--- config.mk ---
export PLATFORM = sky130hd
export DESIGN_NAME = sync_fifo_flags
export DESIGN_NICKNAME = d
export VERILOG_FILES = /design/src/rtl/sync_fifo_flags.sv
export SDC_FILE = /design/constraint.sdc
export NUM_CORES = 1
export LEC_CHECK = 0
export ABC_AREA = 1
export CORE_ASPECT_RATIO = 0.7
export CORE_MARGIN = 4
export CORE_UTILIZATION = 40
export CTS_CLUSTER_DIAMETER = 30
export DETAILED_ROUTE_END_ITERATION = 12
export SETUP_SLACK_MARGIN = 0.15
export SYNTH_ARGS = -nofsm -noshare
export SYNTH_HDL_FRONTEND = slang
export SYNTH_SLANG_ARGS = --single-unit
--- constraint.sdc ---
create_clock -name clk -period 2.68 [get_ports clk]
set_clock_uncertainty 0.05 [all_clocks]
set_input_delay 0.536 -clock clk [delete_from_list [all_inputs] [get_ports clk]]
set_output_delay 0.536 -clock clk [all_outputs]
set_load 0.005 [all_outputs]
--- src/rtl/sync_fifo_flags.sv ---
// -----------------------------------------------------------------------------
// sync_fifo_flags
//
// This is a single-clock FIFO with status flags. It provides:
//   - programmable almost-full and almost-empty thresholds,
//   - an occupancy count,
//   - sticky overflow and underflow error flags,
//   - a read mode chosen at elaboration: registered read or first-word-fall-through.
//
// The request interface matches the asynchronous FIFO, so this FIFO can replace
// it when producer and consumer share one clock.
//
// Parameters
//   DATA_WIDTH : width of w_data / r_data
//   ADDR_WIDTH : log2 of the depth (DEPTH = 2**ADDR_WIDTH)
//   AF_LEVEL   : w_almost_full is high when count >= AF_LEVEL   (1..DEPTH)
//   AE_LEVEL   : r_almost_empty is high when count <= AE_LEVEL  (0..DEPTH-1)
//   FWFT       : 0 = registered read, 1 = first-word-fall-through
//
// Ports
//   clk, rst        : rising-edge clock, synchronous active-high reset
//   w_req, w_data   : write request and write data
//   w_full          : FIFO holds DEPTH entries
//   w_almost_full   : count >= AF_LEVEL
//   r_req           : read request (pop)
//   r_data, r_valid : read data and its qualifier (timing depends on FWFT)
//   r_empty         : FIFO holds no entries
//   r_almost_empty  : count <= AE_LEVEL
//   count           : current occupancy, 0..DEPTH
//   err_clr         : clears the sticky error flags
//   overflow        : sticky, a write was attempted while full
//   underflow       : sticky, a read was attempted while empty
// -----------------------------------------------------------------------------
module sync_fifo_flags #(
  parameter int DATA_WIDTH = 8,
  parameter int ADDR_WIDTH = 4,
  parameter int AF_LEVEL   = 14,
  parameter int AE_LEVEL   = 2,
  parameter int FWFT       = 0
) (
  input  logic                  clk,
  input  logic                  rst,
  input  logic                  w_req,
  input  logic [DATA_WIDTH-1:0] w_data,
  output logic                  w_full,
  output logic                  w_almost_full,
  input  logic                  r_req,
  output logic [DATA_WIDTH-1:0] r_data,
  output logic                  r_valid,
  output logic                  r_empty,
  output logic                  r_almost_empty,
  output logic [ADDR_WIDTH:0]   count,
  input  logic                  err_clr,
  output logic                  overflow,
  output logic                  underflow
);

  localparam int                DEPTH   = 2 ** ADDR_WIDTH;
  localparam logic [ADDR_WIDTH:0] DEPTH_C = (ADDR_WIDTH + 1)'(DEPTH);
  localparam logic [ADDR_WIDTH:0] AF_C    = (ADDR_WIDTH + 1)'(AF_LEVEL);
  localparam logic [ADDR_WIDTH:0] AE_C    = (ADDR_WIDTH + 1)'(AE_LEVEL);

  logic [DATA_WIDTH-1:0] mem_q [DEPTH];

  logic [ADDR_WIDTH-1:0] wr_ptr_q, wr_ptr_d;
  logic [ADDR_WIDTH-1:0] rd_ptr_q, rd_ptr_d;
  logic [ADDR_WIDTH:0]   count_q, count_d;
  logic                  overflow_q, overflow_d;
  logic                  underflow_q, underflow_d;
  logic                  wr_en, rd_en;

  // All status flags are decoded from the registered count only, so no
  // combinational path runs from the request inputs to any flag.
  assign w_full         = (count_q == DEPTH_C);
  assign r_empty        = (count_q == '0);
  assign w_almost_full  = (count_q >= AF_C);
  assign r_almost_empty = (count_q <= AE_C);
  assign count          = count_q;
  assign overflow       = overflow_q;
  assign underflow      = underflow_q;

  // The flags are sampled before the edge. When the FIFO is full, a read is
  // still accepted. When it is empty, a write is still accepted. Neither
  // case bypasses the storage array.
  assign wr_en = w_req & ~w_full;
  assign rd_en = r_req & ~r_empty;

  // NOTE: every output of always_comb gets a default first so no latch is inferred.
  always_comb begin
    wr_ptr_d    = wr_ptr_q;
    rd_ptr_d    = rd_ptr_q;
    count_d     = count_q;
    // The error flags are sticky. An error in the same cycle as err_clr wins.
    overflow_d  = (w_req & w_full)  | (overflow_q  & ~err_clr);
    underflow_d = (r_req & r_empty) | (underflow_q & ~err_clr);

    if (wr_en) wr_ptr_d = wr_ptr_q + 1'b1;
    if (rd_en) rd_ptr_d = rd_ptr_q + 1'b1;

    case ({wr_en, rd_en})
      2'b10:   count_d = count_q + 1'b1;
      2'b01:   count_d = count_q - 1'b1;
      default: count_d = count_q;
    endcase
  end

  // NOTE: sequential state uses non-blocking assignments so every register samples pre-edge values.
  always_ff @(posedge clk) begin
    if (rst) begin
      wr_ptr_q    <= '0;
      rd_ptr_q    <= '0;
      count_q     <= '0;
      overflow_q  <= 1'b0;
      underflow_q <= 1'b0;
    end else begin
      wr_ptr_q    <= wr_ptr_d;
      rd_ptr_q    <= rd_ptr_d;
      count_q     <= count_d;
      overflow_q  <= overflow_d;
      underflow_q <= underflow_d;
    end
  end

  // NOTE: the storage array has no reset. Clearing the pointers and count already discards its contents.
  always_ff @(posedge clk) begin
    if (wr_en) mem_q[wr_ptr_q] <= w_data;
  end

  if (FWFT != 0) begin : g_fwft
    // The head word is shown combinationally. r_req pops the word on display.
    assign r_data  = mem_q[rd_ptr_q];
    assign r_valid = ~r_empty;
  end else begin : g_std
    logic [DATA_WIDTH-1:0] r_data_q;
    logic                  r_valid_q;

    // r_data holds its last value between reads. r_valid pulses for one
    // cycle after each accepted read.
    always_ff @(posedge clk) begin
      if (rst) begin
        r_data_q  <= '0;
        r_valid_q <= 1'b0;
      end else begin
        r_valid_q <= rd_en;
        if (rd_en) r_data_q <= mem_q[rd_ptr_q];
      end
    end

    assign r_data  = r_data_q;
    assign r_valid = r_valid_q;
  end

endmodule
==> qor.yml <==
status: "completed"
synth_area_sq_mm: 0.00668
combPwrFrac_pct: 29.3
crit_path_max_fanout: 7
arrival_ns: 1.82
fin_tns_setup_ns: 0
synth_flop_cell: "edfxtp_1"
grt_pass1_vias: 4515
fin_crit_ns: 2.40
cts_buffer_depth: 2
cpLargestDelayFamily: "buffers and inverters"
cts_buffers: 17
ys_seq_elements: 152
ys_seq_area_share_pct: 64.7
met1_length_microns: 7400
initial_core_util_pct: 40.9
synth_cell_types: 28
path_cells: "a2111oi_0 > clkdlybuf4s50_1"
diodes: 0
grt_pass1_wl_microns: 24600
place_congestion: 0.827
drive_above_1_share_pct: 8.00
drcViolationCount: 0
dieArea_sq_mm: 0.0189
cts-htree-levels: 4
power_density_mw_per_mm2: 911
area_growth_syn_to_layout_pct: 17.9
hold_class: "flip-flop to flip-flop"
synth_cells: 690
p_leak_uw: 0.00331
holdWs_ns: 0.419
synth-xor-area-share_pct: 0.655
fmaxAchievable_mhz: 416
critPathCaptureType: "primary output"
p_switching_uw: 2390
antenna_found_initial: 0
dr_wl_met3_microns: 968
worstSetupPathType: "flip-flop to primary output"
cts_tree: "yes"
wl_met2_microns: 7160
io_pins: 33
switching_share_pct: 33.3
maxCapViolCount: 0
finalSetupViolCount: 0
drt_first_pass_iters: 5
synth_top_family_by_area: "simple AND/OR/NAND/NOR gates"
final_cell_mix: "nand2_1, edfxtp_1, nand3_1, inv_1, nor2_1"
p_clk_share_pct: 31.2
avgSynthCellArea_sq_um: 9.68
synth_compound_area_share_pct: 1.63
seqPwrFrac_pct: 39.5
worstMarginPinSlew_ns: 1.16
hold_viol: 0
synth_warnings: 0
cpMaxStageDelayCell: "clkdlybuf4s50_1"
rsz0062_at_grt: "no"
fp.coreArea_sq_mm: 0.0163
clk_latency_ns: 0.41
worst_ep_required_time_ns: 2.09
grt.total_usage_pct: 17.1
grt_overflow: 0
final_util_pct: 48.2
die_x_microns: 162
wl_per_cell_microns: 16.1
num_vias: 4698
synthArstFlopShare_pct: 0
cp_slowest_stage_delay_ns: 0.58
cts.sinks: 152
die_y_microns: 116
placementRows: 39
critPathBufInv: 1
io_buffer_count: 32
hpwl_microns: 10000
drt-vias-per-instance: 4.82
layout_commonest_cell: "nand2_1"
postCtsHoldBufs: 0
drtIter0Drc: 340
antenna_left: 0
ir_drop_mv: 0.508
slew_headroom_pct: 22.4
final_nets: 759
synthAdderAreaFrac_pct: 1.69
synth_mux_area_share_pct: 0
min_period_over_period_pct: 89.7
synth_edf_count: 128
internal-power_uw: 4790
worstSetupStartpointType: "flip-flop"
synth_simple_gate_area_share_pct: 23.5
dr.max_layer_used: "met4"
syn-num-nets: 712
wl_microns: 15700
clkTransAtPathRegs_ns: 0.07
drv_slew: 0
root_buffer: "clkbuf_16"
grt_max_degree: 68
## worst paths after layout
kind	from	end	slack (ns)	cells after the start
worst max-delay path	count[1]$_SDFFE_PP0P_	r_almost_empty	0.28	2
worst max register to register	count[1]$_SDFFE_PP0P_	count[4]$_SDFFE_PP0P_	0.47	14
worst min-delay path	overflow$_SDFF_PP0_	overflow$_SDFF_PP0_	0.42	2
worst min register to register	overflow$_SDFF_PP0_	overflow$_SDFF_PP0_	0.42	2
## cell usage after synthesis (2+ instances only)
cell type | instances | area [sq um]
nand2_1 | 239 | 897
edfxtp_1 | 128 | 3840
nand3_1 | 96 | 480
inv_1 | 93 | 349
nor2_1 | 36 | 135
dfxtp_1 | 24 | 480
buf_2 | 15 | 75.1
a21oi_1 | 12 | 60.1
ha_1 | 9 | 113
buf_4 | 6 | 45.0
clkbuf_1 | 4 | 15.0
xor2_1 | 4 | 35.0
inv_2 | 3 | 11.3
nand2_2 | 3 | 18.8
a211oi_1 | 2 | 15.0
buf_1 | 2 | 7.51
clkinv_1 | 2 | 7.51
o21ai_0 | 2 | 10.0
## flip-flops by register name (all words and copies together) (netlist names)
register / count
wr_ptr_q: 4
mem_q: 128
underflow: 1
overflow: 1
count: 5
rd_ptr_q: 4
r_valid: 1
r_data: 8
## routing by layer
layer | GRT usage, % | vias up
met5 | 0 | -
met4 | 4.45 | 0
met3 | 3.21 | 16
met2 | 27.3 | 139
met1 | 24.5 | 2225
li1 | - | 2318
## logic make-up after synthesis
group,count (synthesis)
AOI/OAI and AO/OA,19
buffers and inverters,126
xor gates and xnor gates,5
DFF,152
and+or+nand+nor,379
adders and majority gates,9
## worst reg2reg max path, delay by kind of cell, from the launching register on
family	cells	cell delay, ns
AO/OA/AOI/OAI	1	0.11
XOR/XNOR	1	0.22
adder cells (fa/ha/maj)	2	0.43
buffers and inverters	1	0.04
flip-flops	1	0.39
AND/OR/NAND/NOR	9	0.90
## final cells by class
class	count	area [sq um]
clock buffer	17	425
clock inverter	15	126
fill	1508	8470
inverter	98	368
multi-input combinational	412	1840
sequential	152	4330
tap	225	282
timing repair buffer	56	513
## per-stage QoR
step / total power [uW] / std cells / setup slack, ns / area [sq um]
global placement: 4960 / 943 / 0.199 / 7320
global route: 7610 / 975 / 0.181 / 7880
finish: 7180 / 975 / 0.277 / 7880
floorplan: 4260 / 690 / 0.512 / 6680
detailed placement: 4990 / 943 / 0.160 / 7320
CTS: 7230 / 975 / 0.263 / 7880
## power by group through the flow
stage | Sequential [uW] | Combinational (uW) | Clock (uW)
after detailed placement | 2880 | 2100 | 0
after global placement | 2880 | 2080 | 0
final | 2840 | 2100 | 2240
after floorplan | 2870 | 1390 | 0
after global routing | 2850 | 2370 | 2390
after CTS | 2840 | 2110 | 2280
## timing repair
item | in CTS | in global routing
setup endpoints to repair | 0 | 1
buffers inserted | 0 | 0
gates resized for setup | 0 | 1
(Power assumes the default switching activity.)
